<file path="config.mk">
export PLATFORM = sky130hd
export DESIGN_NAME = comb_eval_arbiter
export DESIGN_NICKNAME = d
export VERILOG_FILES = /design/src/rtl/comb_eval_pkg.sv /design/src/rtl/comb_eval_arbiter_rr_arb2.sv /design/src/rtl/comb_eval_arbiter.sv
export SDC_FILE = /design/constraint.sdc
export NUM_CORES = 1
export LEC_CHECK = 0
export BUFFER_PORTS_ARGS = -buffer_cell sky130_fd_sc_hd__buf_2
export CAP_MARGIN = 25
export CORE_MARGIN = 2
export CORE_UTILIZATION = 50
export DETAILED_ROUTE_END_ITERATION = 10
export GPL_ROUTABILITY_DRIVEN = 0
export PLACE_DENSITY = 0.79
export RECOVER_POWER = 25
export SLEW_MARGIN = 40
export SYNTH_ARGS = -nofsm -noshare
export SYNTH_HDL_FRONTEND = slang
export SYNTH_SLANG_ARGS = --single-unit
</file>
<file path="constraint.sdc">
create_clock -name clk -period 2.8 [get_ports clk]
set_clock_uncertainty 0.15 [all_clocks]
set_input_delay 0.28 -clock clk [delete_from_list [all_inputs] [get_ports clk]]
set_output_delay 0.28 -clock clk [all_outputs]
set_load 0.1 [all_outputs]
</file>
<file path="src/rtl/comb_eval_pkg.sv">
// Shared types and widths for the combinational-core evaluation sequencer.
package comb_eval_pkg;

  localparam int CORE_IN_W  = 14;
  localparam int CORE_OUT_W = 8;

  typedef enum logic [1:0] {
    ST_IDLE   = 2'd0,
    ST_SETTLE = 2'd1,
    ST_RESP   = 2'd2
  } eval_state_t;

endpackage

</file>
<file path="src/rtl/comb_eval_arbiter_rr_arb2.sv">
// Two-way round-robin grant: on contention the requester that did not win last time wins.
module rr_arb2 (
  input  logic [1:0] valid,
  input  logic       last_grant,
  output logic [1:0] grant
);

  always_comb begin
    grant = 2'b00;
    case (valid)
      2'b01:   grant = 2'b01;
      2'b10:   grant = 2'b10;
      2'b11:   grant = last_grant ? 2'b01 : 2'b10;
      default: grant = 2'b00;
    endcase
  end

endmodule

</file>
<file path="src/rtl/comb_eval_arbiter.sv">
// Shares one combinational netlist core between two requesters: arbitrate, drive, settle,
// capture the core outputs and return them tagged with the requester id.
module comb_eval_arbiter
  import comb_eval_pkg::*;
#(
  parameter int IN_W   = CORE_IN_W,
  parameter int OUT_W  = CORE_OUT_W,
  parameter int SETTLE = 2
) (
  input  logic             clk,
  input  logic             rst_n,
  input  logic             req0_valid,
  output logic             req0_ready,
  input  logic [IN_W-1:0]  req0_vec,
  input  logic             req1_valid,
  output logic             req1_ready,
  input  logic [IN_W-1:0]  req1_vec,
  output logic [IN_W-1:0]  core_in,
  input  logic [OUT_W-1:0] core_out,
  output logic             rsp_valid,
  input  logic             rsp_ready,
  output logic             rsp_id,
  output logic [OUT_W-1:0] rsp_data,
  output logic             busy,
  output logic [15:0]      done0_cnt,
  output logic [15:0]      done1_cnt
);

  if (SETTLE < 1 || SETTLE > 255) begin : g_settle_chk
    $fatal(1, "comb_eval_arbiter: SETTLE must be within 1..255");
  end

  localparam logic [7:0] SETTLE_LD = 8'(SETTLE);

  eval_state_t      state_q;
  logic [7:0]       cnt_q;
  logic             last_grant_q;
  logic [IN_W-1:0]  core_in_q;
  logic [OUT_W-1:0] rsp_data_q;
  logic             rsp_id_q;
  logic             busy_q;
  logic [15:0]      done0_q;
  logic [15:0]      done1_q;
  logic [1:0]       grant;
  logic             in_idle;

  rr_arb2 u_arb (
    .valid      ({req1_valid, req0_valid}),
    .last_grant (last_grant_q),
    .grant      (grant)
  );

  assign in_idle    = (state_q == ST_IDLE);
  assign req0_ready = in_idle & grant[0];
  assign req1_ready = in_idle & grant[1];

  always_ff @(posedge clk or negedge rst_n) begin
    if (!rst_n) begin
      state_q      <= ST_IDLE;
      cnt_q        <= 8'd0;
      last_grant_q <= 1'b1;
      core_in_q    <= '0;
      rsp_data_q   <= '0;
      rsp_id_q     <= 1'b0;
      busy_q       <= 1'b0;
      done0_q      <= 16'd0;
      done1_q      <= 16'd0;
    end else begin
      case (state_q)
        ST_IDLE: begin
          if (|grant) begin
            core_in_q    <= grant[1] ? req1_vec : req0_vec;
            rsp_id_q     <= grant[1];
            last_grant_q <= grant[1];
            cnt_q        <= SETTLE_LD;
            state_q      <= ST_SETTLE;
            busy_q       <= 1'b1;
          end
        end
        ST_SETTLE: begin
          cnt_q <= cnt_q - 8'd1;
          // cnt_q == 1 marks edge T+SETTLE after acceptance
          if (cnt_q == 8'd1) begin
            rsp_data_q <= core_out;
            state_q    <= ST_RESP;
          end
        end
        ST_RESP: begin
          if (rsp_ready) begin
            state_q <= ST_IDLE;
            busy_q  <= 1'b0;
            if (rsp_id_q) done1_q <= done1_q + 16'd1;
            else          done0_q <= done0_q + 16'd1;
          end
        end
        default: begin
          state_q <= ST_IDLE;
          busy_q  <= 1'b0;
        end
      endcase
    end
  end

  assign core_in   = core_in_q;
  assign rsp_valid = (state_q == ST_RESP);
  assign rsp_id    = rsp_id_q;
  assign rsp_data  = rsp_data_q;
  assign busy      = busy_q;
  assign done0_cnt = done0_q;
  assign done1_cnt = done1_q;

endmodule

</file>
Word level (Yosys, flattened, before mapping)
Cells that the tools add are included.
Word-level totals
  RAM bits: 0
  memories: 0
  latch bits: 0
  output and inout bits: 59
  ROM bits: 0
  input bits: 41
  word-level logic and storage cells: 47
  register bits: 67
Cells by class
  reductions and logical operators: 10
  multiplexer cells: 12
  $add $sub $neg: 3
  magnitude comparators: 0
  divide/modulo/power cells: 0
  multipliers: 0
  bitwise operators: 4
  shift-type cells: 0
  equality and inequality tests: 9
Operator list (number)
  $add A16 B1 Y16 const B: 2
  $pmux W8 S2: 1
  $mux W14: 1
  $pmux W2 S3: 2
  $reduce_and A3 Y1: 4
  $eq A8 B1 Y1 const B: 1
  $mux W2: 4
  $mux W8: 1
  $sub A8 B1 Y8 const B: 1
  $eq A2 B2 Y1 const B: 3
  $reduce_and A2 Y1: 3
  $eq A2 B1 Y1 const B: 2
  $ne A2 B1 Y1 const B: 2
  $pmux W1 S3: 1
  $and A1 B1 Y1: 2
  $logic_not A2 Y1: 1
  $mux W1: 2
  $ne A2 B2 Y1 const B: 1
  $not A1 Y1: 2
  $reduce_bool A2 Y1: 1
  $reduce_or A2 Y1: 1

Longest topological paths before layout
  depth after elaboration: 5
  mapped depth: 6
  depth with buffers taken out: 5

Hierarchy
Synthesis repeated with hierarchy kept, for this count alone.
Unflattened totals
  cell total of the unflattened synthesis: 266
  area, all modules: 3035.4 um2
By module, submodules not included
  comb_eval_arbiter: times used 1, area each 3016.6 um2, sequential area each 1677.9 um2, cells an instance 263
  rr_arb2: times used 1, area each 18.8 um2, sequential area each 0.0 um2, cells an instance 3

Worst setup path after synthesis
OpenSTA, ideal clock, no wires.
  path kind: reg-to-reg
  from: register rsp_id_q (netlist: rsp_id)
  to: register done0_q[15] (netlist: done0_cnt[15])
  clock period less this slack: 2.340 ns
  cell stages (with the launch flop): 6
  arrival: 2.028 ns
  required time: 2.489 ns
  library setup time: 0.161 ns
  buffers on the path: 1
  slack: 0.460 ns
  path through: dfrtp_1 > nor4bb_1 > clkbuf_1 > nand4_2 > nor4_1 > xor2_1
On the way
  longest elaborated chain between the ends: 2
RTL lines
  start: declaration: line comb_eval_arbiter.sv:40  | logic rsp_id_q;
  start signal: assignment: line comb_eval_arbiter.sv:73  | rsp_id_q <= grant[1];
  $not A1 Y1 (no line)
  $reduce_and A3 Y1 (no line)
  end signal: assignment: line comb_eval_arbiter.sv:93  | else done0_q <= done0_q + 16'd1;
  end: declaration: line comb_eval_arbiter.sv:42  | logic [15:0] done0_q;
Every way passes these cells.
A chain may end at the register's enable or synchronous reset.

Final worst setup path
  from: register last_grant_q
  to: output req1_ready
On the way
  longest elaborated chain between the ends: 3
RTL lines
  start: declaration: line comb_eval_arbiter.sv:37  | logic last_grant_q;
  start signal: assignment: line comb_eval_arbiter.sv:74  | last_grant_q <= grant[1];
  $mux W2: line comb_eval_arbiter_rr_arb2.sv:13  | 2'b11: grant = last_grant ? 2'b01 : 2'b10;
  $pmux W2 S3: line comb_eval_arbiter_rr_arb2.sv:10  | case (valid)
  $and A1 B1 Y1: line comb_eval_arbiter.sv:55  | assign req1_ready = in_idle & grant[1];
  end: declaration: line comb_eval_arbiter.sv:16  | output logic req1_ready,
Every way passes these cells.

==> results.sh <==
export IMPL_synthCells=248
export IMPL_cts_made_buffers=9
export IMPL_syn_nets=293
export IMPL_setup_slack_ps=566
export IMPL_antenna_found_initial=0
export IMPL_synth_seq_area_share_pct=56.7
export IMPL_yosysMostFrequentCell="dfrtp_1"
export IMPL_ys_types=41
export IMPL_required_ps=2370
export IMPL_die_h_um=80.9
export IMPL_insertedDiodeCount=0
export IMPL_cts_tree="yes"
export IMPL_nFillCells=473
export IMPL_multi_input_area_mm2=0.00116
export IMPL_worst_slew_pin_slew_ps=1800
export IMPL_vias=2346
export IMPL_io_pin_count=100
export IMPL_status="complete, but fails checks"
export IMPL_synth_edf_count=0
export IMPL_slew_viol_final=33
export IMPL_p_per_area_mw_per_mm2=461
export IMPL_port_buffers=99
export IMPL_synth_area_leaders="dfrtp_1 (56%), xnor2_1 (4.7%), xor2_1 (4.1%), a222oi_1 (4.1%), mux2_4 (4.1%)"
export IMPL_syn_to_final_growth_pct=27.5
export IMPL_syn_area_mm2=0.00296
export IMPL_cts_resized=0
export IMPL_synth_seq_cells=67
export IMPL_rsz0062_at_grt="false"
export IMPL_first_global_vias=2220
export IMPL_clock_latency_ps=330
export IMPL_p_leak_uw=0.00217
export IMPL_synth_top_area_cell="dfrtp_1"
export IMPL_first_iter_violations=133
export IMPL_num_rows=28
export IMPL_hold_viol_final=0
export IMPL_crit_chain="a21boi_0 -> and2_1 -> buf_2"
export IMPL_clockBufferDepth=2
export IMPL_die_area_mm2=0.00655
export IMPL_grt_max_degree=36
export IMPL_ant_nets=0
export IMPL_fin_crit_sh_pct=79.8
export IMPL_crit_family="buffers and inverters"
export IMPL_endpoint_kind="primary output"
export IMPL_grt_pass1_wl_mm=9.96
export IMPL_gr_total_overflow=0
export IMPL_grt_total_usage_pct=19.6
export IMPL_htree_num_levels=3
export IMPL_crit_arrival_ps=1800
export IMPL_wire_per_inst_um=14.1
export IMPL_start_util_pct=50.9
export IMPL_setup_violations=0
export IMPL_violations="max-capacitance violations, max-slew violations"
export IMPL_critPathSlowestCell="buf_2"
export IMPL_drive_gt1_share_pct=36.5
export IMPL_layout_nets=404
export IMPL_hp_class="input port to flip-flop"
export IMPL_synth_top_area_share_pct=55.8
export IMPL_slowest_delay_ps=440
export IMPL_vdd_drop_max_uv=274
export IMPL_drv_cap=1
export IMPL_drc=0
export IMPL_cp_start_kind="flip-flop"
export IMPL_tns_ps=0
export IMPL_root_buffer="clkbuf_8"
export IMPL_regArea_mm2=0.00168
export IMPL_dpl_hpwl_mm=4.50
export IMPL_place_ws_ps=593
export IMPL_clkSlewWorstSetupHoldPaths_ps=70
export IMPL_synth_common_cells="dfrtp_1 (66), inv_1 (19), nand2_1 (19)"
export IMPL_clock_sinks=67
export IMPL_synth_area_per_cell_um2=11.9
export IMPL_drt_total_wl_mm=6.17
export IMPL_via_per_inst=5.34
export IMPL_postSynth_asyncResetShare_pct=100
export IMPL_firstDrtPassIters=6
export IMPL_criticalPathCategory="flip-flop to primary output"
export IMPL_yosysWarnings=0
export IMPL_period_minus_slack_ps=2230
export IMPL_crit_fanout=3
export IMPL_fmax_mhz=448
export IMPL_timing_critical_path_buf_inv=1
export IMPL_fp_dieW_um=80.9
export IMPL_max_slew_margin_pct=-20.0
export IMPL_coreArea_mm2=0.00582
export IMPL_synth_top_flop_cell="dfrtp_1"
[logic make-up (layout without fill, tap and decap cells)]
group | Yosys count | after routing | synth area share, %
AO/OA/AOI/OAI | 33 | 33 | 8.92
XOR/XNOR | 30 | 30 | 8.88
adder cells (fa/ha/maj) | 4 | 4 | 1.69
buffers and inverters | 28 | 144 | 4.18
flip-flops | 67 | 67 | 56.7
multiplexers | 12 | 12 | 5.49
AND/OR/NAND/NOR | 74 | 74 | 14.2
[worst reg2reg max path, delay by kind of cell (launching register included)]
family	cells	cell delay (ps)
AND/OR/NAND/NOR	3	1190
flip-flops	1	440
multiplexers	1	320
[layout by cell type (no fill, tap or decap), types with 2 or more instances in the layout]
cell type / instances
nor3_1: 7
a222oi_1: 12
nand3_1: 10
and2_1: 2
mux2i_1: 2
mux2_4: 8
nor4_1: 3
dfrtp_1: 66
buf_2: 98
a21o_1: 3
clkbuf_1: 2
nor2_1: 8
inv_1: 19
o21ai_0: 6
mux2_2: 2
o31ai_1: 2
clkinvlp_4: 2
clkinv_2: 2
ha_1: 4
o311ai_0: 2
nand2_1: 19
xor2_1: 14
buf_4: 5
xnor2_1: 16
nand2b_1: 2
o41ai_1: 2
and4_1: 3
nand4_1: 6
and3_1: 5
o211ai_1: 2
clkbuf_8: 11
dlygate4sd3_1: 4
nor2b_1: 2
[metal layers]
layer / routed length [um] / GRT usage, % / vias to the layer above / share of wire, %
met5: 0 / 0 / - / 0
met4: 111 / 9.15 / 0 / 1.8
met3: 386 / 4.22 / 15 / 6.3
met2: 2890 / 30.7 / 83 / 47
met1: 2780 / 26.1 / 1140 / 45
li1: - / - / 1108 / -
[where the power goes]
| part | leakage [uW] | internal (uW) | total, uW | switching [uW] |
|---|---|---|---|---|
| logic | 0.00120 | 28.4 | 58.0 | 29.7 |
| registers | 0.000882 | 968 | 968 | 0 |
| clock network | 0.0000884 | 367 | 714 | 347 |
| total | 0.00217 | 1360 | 1740 | 377 |
[repair_timing]
action,CTS,global route
hold buffers,4,0
hold endpoints to repair,34,0
setup buffers,0,0
[stage by stage]
| step | std cells | utilization, % | hold WS, ps | total power [uW] | cell area [um2] |
|---|---|---|---|---|---|
| detailed placement | 419 | 61.1 | 245 | 1040 | 3550 |
| finish | 439 | 64.9 | 14.2 | 1740 | 3770 |
| floorplan | 248 | - | -166 | 990 | 2960 |
| global placement | 419 | 61.1 | 243 | 1040 | 3550 |
| CTS | 439 | 64.9 | 2.46 | 1770 | 3770 |
| global route | 439 | 64.9 | 17.8 | 1820 | 3770 |
[area by class of cell]
cell class,instances,share of cell area (%)
multi-input cells,153,30.7
clock buffers,12,4.11
repair buffers,109,15.7
well taps,75,2.49
flip-flops and latches,67,44.5
inverters,19,1.89
clock inverters,4,0.663
[path summary, 6_finish.rpt]
check | endpoint | from | slack (ps) | cells after the start
worst max register to register | rsp_data[3]$_DFFE_PN0P_ | cnt_q[2]$_DFFE_PN0P_ | 580 | 4
worst max-delay path | req1_ready | last_grant_q$_DFFE_PN1P_ | 570 | 3
worst min register to register | done0_cnt[15]$_DFFE_PN0P_ | done0_cnt[15]$_DFFE_PN0P_ | 320 | 1
min in group asynchronous | core_in[10]$_DFFE_PN0P_ | rst_n | 820 | 2
max in group asynchronous | done1_cnt[14]$_DFFE_PN0P_ | rst_n | 640 | 2
worst min-delay path | core_in[2]$_DFFE_PN0P_ | req0_vec[2] | 10 | 3
[state kept, by name, summed over array words and instances (netlist names)]
register / count
done0_cnt: 16
done1_cnt: 16
core_in: 14
cnt_q: 8
rsp_data: 8
state_q: 2
busy: 1
last_grant_q: 1
rsp_id: 1
Note: power is estimated with default switching activity, not from simulation.
